File: config.mk
export PLATFORM = sky130hd
export DESIGN_NAME = sync_fifo_param
export DESIGN_NICKNAME = d
export VERILOG_FILES = /design/src/rtl/sync_fifo_param.sv
export SDC_FILE = /design/constraint.sdc
export NUM_CORES = 1
export LEC_CHECK = 0
export CAP_MARGIN = 20
export CORE_MARGIN = 5
export CORE_UTILIZATION = 35
export DETAILED_ROUTE_END_ITERATION = 12
export SLEW_MARGIN = 10
export SYNTH_ARGS = -nofsm -noshare
export SYNTH_HDL_FRONTEND = slang
export SYNTH_SLANG_ARGS = --single-unit
File: constraint.sdc
create_clock -name Clk -period 2.5 [get_ports Clk]
set_input_delay 0.375 -clock Clk [delete_from_list [all_inputs] [get_ports Clk]]
set_output_delay 0.375 -clock Clk [all_outputs]
set_load 0.05 [all_outputs]
File: src/rtl/sync_fifo_param.sv
// Single-clock parametrised FIFO with occupancy count, almost-full/empty thresholds,
// sticky overflow/underflow flags and synchronous flush. Define SYNC_FIFO_FWFT_EN for first-word-fall-through reads.
module sync_fifo_param #(
    parameter int DATA_W = 8,
    parameter int DEPTH  = 16,
    parameter int AF_LVL = DEPTH - 2,
    parameter int AE_LVL = 2,
    localparam int ADDR_W = $clog2(DEPTH)
) (
    input  logic              Clk,
    input  logic              rst_n,
    input  logic              Clr_i,
    input  logic              Wen_i,
    input  logic [DATA_W-1:0] Wdata_i,
    input  logic              Ren_i,
    output logic [DATA_W-1:0] Rdata_o,
    output logic              Rvalid_o,
    output logic              Wfull_o,
    output logic              Rempty_o,
    output logic              Afull_o,
    output logic              Aempty_o,
    output logic [ADDR_W:0]   Count_o,
    output logic              Ovf_o,
    output logic              Udf_o
);

    localparam logic [ADDR_W:0] AF_C    = AF_LVL[ADDR_W:0];
    localparam logic [ADDR_W:0] AE_C    = AE_LVL[ADDR_W:0];
    localparam logic [ADDR_W:0] PTR_INC = {{ADDR_W{1'b0}}, 1'b1};

    logic [DATA_W-1:0] r_mem [DEPTH];
    logic [ADDR_W:0]   r_wptr;
    logic [ADDR_W:0]   r_rptr;
    logic [ADDR_W:0]   r_count;
    logic              r_full;
    logic              r_empty;
    logic              r_afull;
    logic              r_aempty;
    logic              r_ovf;
    logic              r_udf;

    logic              w_wr;
    logic              w_rd;
    logic [ADDR_W:0]   w_wptr_nxt;
    logic [ADDR_W:0]   w_rptr_nxt;
    logic [ADDR_W:0]   w_cnt_nxt;
    logic              w_full_nxt;
    logic              w_empty_nxt;

    // A full FIFO drops the write; an empty one ignores the read.
    assign w_wr = Wen_i & ~r_full;
    assign w_rd = Ren_i & ~r_empty;

    always_comb begin
        w_wptr_nxt = r_wptr;
        w_rptr_nxt = r_rptr;
        w_cnt_nxt  = r_count;
        if (w_wr) w_wptr_nxt = r_wptr + PTR_INC;
        if (w_rd) w_rptr_nxt = r_rptr + PTR_INC;
        if (w_wr && !w_rd)      w_cnt_nxt = r_count + PTR_INC;
        else if (!w_wr && w_rd) w_cnt_nxt = r_count - PTR_INC;
    end

    assign w_full_nxt  = (w_wptr_nxt[ADDR_W] != w_rptr_nxt[ADDR_W]) &&
                         (w_wptr_nxt[ADDR_W-1:0] == w_rptr_nxt[ADDR_W-1:0]);
    assign w_empty_nxt = (w_wptr_nxt == w_rptr_nxt);

    always_ff @(posedge Clk or negedge rst_n) begin
        if (!rst_n) begin
            r_wptr   <= '0;
            r_rptr   <= '0;
            r_count  <= '0;
            r_full   <= 1'b0;
            r_empty  <= 1'b1;
            r_afull  <= 1'b0;
            r_aempty <= 1'b1;
            r_ovf    <= 1'b0;
            r_udf    <= 1'b0;
        end else if (Clr_i) begin
            r_wptr   <= '0;
            r_rptr   <= '0;
            r_count  <= '0;
            r_full   <= 1'b0;
            r_empty  <= 1'b1;
            r_afull  <= 1'b0;
            r_aempty <= 1'b1;
            r_ovf    <= 1'b0;
            r_udf    <= 1'b0;
        end else begin
            r_wptr   <= w_wptr_nxt;
            r_rptr   <= w_rptr_nxt;
            r_count  <= w_cnt_nxt;
            r_full   <= w_full_nxt;
            r_empty  <= w_empty_nxt;
            r_afull  <= (w_cnt_nxt >= AF_C);
            r_aempty <= (w_cnt_nxt <= AE_C);
            r_ovf    <= r_ovf | (Wen_i & r_full);
            r_udf    <= r_udf | (Ren_i & r_empty);
        end
    end

    // Storage is deliberately left unreset.
    always_ff @(posedge Clk) begin
        if (w_wr && !Clr_i) r_mem[r_wptr[ADDR_W-1:0]] <= Wdata_i;
    end

`ifdef SYNC_FIFO_FWFT_EN
    assign Rdata_o  = r_mem[r_rptr[ADDR_W-1:0]];
    assign Rvalid_o = ~r_empty;
`else
    logic [DATA_W-1:0] r_rdata;
    logic              r_rvalid;

    always_ff @(posedge Clk or negedge rst_n) begin
        if (!rst_n) begin
            r_rdata  <= '0;
            r_rvalid <= 1'b0;
        end else if (Clr_i) begin
            r_rvalid <= 1'b0;
        end else begin
            r_rvalid <= w_rd;
            if (w_rd) r_rdata <= r_mem[r_rptr[ADDR_W-1:0]];
        end
    end

    assign Rdata_o  = r_rdata;
    assign Rvalid_o = r_rvalid;
`endif

    assign Wfull_o  = r_full;
    assign Rempty_o = r_empty;
    assign Afull_o  = r_afull;
    assign Aempty_o = r_aempty;
    assign Count_o  = r_count;
    assign Ovf_o    = r_ovf;
    assign Udf_o    = r_udf;

endmodule

==> impl_metrics.ini, run 1 <==
[run_status]
outcome = finished, final reports clean

[placement]
routabilityCongestion = 0.795
hpwl_microns = 8410
io_buffers = 32
dp.cells = 628

[power]
switching_share = 0.264
peakVddDrop_mv = 0.776
p_int_mw = 4.87
switchingPower_mw = 1.75
power.density_nw_per_um2 = 860
p_clk_frac = 0.367
leakage_nw = 2.68
comb_power_share = 0.171
pwr-share-seq = 0.462

[setup_path]
end_kind = output pin
critical_path.top_delay_family = buffers and inverters
path_cells = clkdlybuf4s50_1
crit_buf_inv = 1
critical_path_class = reg -> out
startpoint_type = flip-flop
critical_path.max_stage_delay_ns = 0.81
worstPathRequired_ns = 2.12
worst_ep_arrival_time_ns = 1.77
slowest_stage = clkdlybuf4s50_1
crit_fanout = 5

[global_route]
grt_pass1_wl_microns = 20300
grt_max_degree = 31
overflow = 0
grt.total_usage = 0.126
antenna_found_initial = 0
grt_pass1_vias = 3477

[route]
drc = 0
routedWlPerCell_microns = 19.6
vias_per_cell = 5.03
drt-pass1-iter-count = 4
vias = 3316
drt-total-wl_microns = 12900
drtIter0Drc = 222
ant_nets = 0

[synthesis]
syn_area_sq_um = 6450
yosysWarnings = 0
synthCells = 360
synth_top_area_frac = 0.596
synth_cell_type_count = 38
syn-num-nets = 380
synth.area.top_cells = edfxtp_1 60%, dfrtp_1 11%, mux4_2 9.4%, mux4_1 2.0%, nor2_1 2.0%
yosysTopAreaCell = edfxtp_1
yosys_register_bits = 158
syn_area_per_cell_sq_um = 17.9
seq_area_frac_synth = 0.713

[timing]
final.period_utilization = 0.860
tightestPinTransition_ns = 1.08
drv_slew = 0
relSlewSlack = 0.276
fmax_mhz = 465
final.min_clock_period_ns = 2.15
rsz0062_at_grt = no
skew_ns = 0.00857
setup_tns_ns = 0
hold_viol = 0
finalSetupViolations = 0

[clock_tree]
htree_levels = 4
clock_latency_ns = 0.41
clk_pin_slew_ns = 0.06
cts_made_buffers = 17
cts_tree = yes
cts_buffer_depth = 2
post-cts-setup-buffers = 0
cts_sinks = 158
postCtsResizedCells = 0
root_buffer = clkbuf_16
cts_hold_buf = 0

[floorplan]
row_count = 49
io_pins = 33
die_area_sq_um = 21200
die_w_microns = 146
start_util = 0.358
die_h_microns = 146
core_area_sq_um = 18000

[final_layout]
final_cell_mix = 128 x edfxtp_1, 35 x nor2_1, 32 x clkdlybuf4s50_1
drive_gt1_frac = 0.205
final_cells = 659
synthToLayoutAreaGrowth_pct = 19.4
layout_commonest_cell = edfxtp_1
num_antenna_cells = 0
layout.nets = 438

[flow_run]
drv_cap = 0

[worst_hold_path]
min_path_type = in -> async
==> synthesized netlist by cell type <==
cell / instances
edfxtp_1: 128
nor2_1: 35
dfrtp_1: 28
mux4_2: 27
nand2_1: 17
xor2_1: 10
a221oi_2: 8
a22o_1: 8
inv_1: 8
o21ai_1: 8
ha_1: 7
xnor2_1: 7
nand3_1: 6
nor3_1: 6
mux2i_1: 5
mux4_1: 5
buf_1: 4
buf_2: 4
buf_6: 4
nand4_1: 4
nor2b_1: 4
a21oi_1: 3
clkbuf_1: 3
nand3b_1: 3
and2_1: 2
dfstp_2: 2
nand2b_1: 2
o31ai_1: 2
a31oi_1: 1
a41o_1: 1
buf_12: 1
buf_4: 1
nor4bb_1: 1
o21ai_0: 1
o22a_1: 1
o311ai_0: 1
o32ai_1: 1
or3_1: 1
==> path summary, 6_finish.rpt <==
check | from | to | slack, ns | depth (start not counted)
max in group asynchronous | rst_n | Aempty_o | 1.82 | 2
setup reg to reg | r_rptr[0] | Rdata_o[7] | 0.43 | 5
min in group Clk | Rdata_o[3] | Rdata_o[3] | 0.48 | 2
hold / removal | rst_n | r_rptr[4] | 0.36 | 2
setup / recovery | Rempty_o | Rempty_o | 0.35 | 1
hold reg to reg | Rdata_o[3] | Rdata_o[3] | 0.48 | 2
==> registers in the layout, indices dropped and copies added (netlist names) <==
signal    cells
Wfull_o       1
Count_o       5
r_mem       128
Ovf_o         1
Rdata_o       8
r_rptr        5
Aempty_o      1
Rvalid_o      1
r_wptr        5
Udf_o         1
Rempty_o      1
Afull_o       1
==> layout make-up <==
class / instances / area (sq um)
inverters: 8 / 30.0
well taps: 229 / 287
multi-input cells: 177 / 1700
repair buffers: 56 / 526
clock inverters: 12 / 121
flip-flops and latches: 158 / 4600
clock buffers: 19 / 433
fillers: 1590 / 10300
==> per-layer routing <==
metal | up-vias | track usage | share of wire
met4 | 0 | 0.0466 | 0.011
met2 | 55 | 0.199 | 0.49
met1 | 1719 | 0.165 | 0.46
met5 | - | 0 | 0
li1 | 1530 | - | -
met3 | 12 | 0.0367 | 0.036
==> power groups by stage <==
stage	Combinational, mW	Clock (mW)	Sequential [mW]
floorplan	0.472	0	3.42
global placement	1.13	0	3.11
detailed placement	1.14	0	3.12
CTS	1.15	2.48	3.07
global route	1.21	2.59	3.08
finish	1.13	2.43	3.06
==> metrics by stage <==
| step | hold slack (ns) | utilization | cell area [sq um] | total power, mW | setup WS, ns |
|---|---|---|---|---|---|
| 4_1_cts | 0.353 | 0.427 | 7700 | 6.69 | 0.320 |
| 3_5_place_dp | 0.481 | 0.396 | 7140 | 4.26 | 0.257 |
| 3_3_place_gp | 0.471 | 0.396 | 7140 | 4.24 | 0.376 |
| 6_report | 0.358 | 0.427 | 7700 | 6.62 | 0.351 |
| 2_1_floorplan | 0.0794 | - | 6450 | 3.89 | 0.687 |
| 5_1_grt | 0.378 | 0.427 | 7700 | 6.88 | 0.294 |
==> logic make-up after synthesis <==
| group | count (synthesis) | synth area share |
|---|---|---|
| adders and majority gates | 7 | 0.0136 |
| AOI/OAI and AO/OA | 35 | 0.0477 |
| buffers and inverters | 25 | 0.0231 |
| muxes | 37 | 0.122 |
| DFF | 158 | 0.713 |
| and+or+nand+nor | 81 | 0.0572 |
| xor gates and xnor gates | 17 | 0.0231 |
Note: power is estimated with default switching activity, not from simulation.
==> run 2, diff against run 1 <==
==> constraint.sdc (replaced) <==
create_clock -name Clk -period 2.5 [get_ports Clk]
set_input_delay 0.375 -clock Clk [delete_from_list [all_inputs] [get_ports Clk]]
set_output_delay 0.375 -clock Clk [all_outputs]
set_load 0.02 [all_outputs]
==> results of run 2 <==
The final DEF is identical to that of run 1. Status: finished, final reports clean.
Among the figures that moved: setup slack after layout 0.351 ns -> 0.428 ns; start point of the critical path Rempty_o -> r_rptr[0]; end point of the critical path Rempty_o -> Rdata_o[7]; total power 6.62 mW -> 6.41 mW; worst IR drop on VDD 0.776 mV -> 0.604 mV
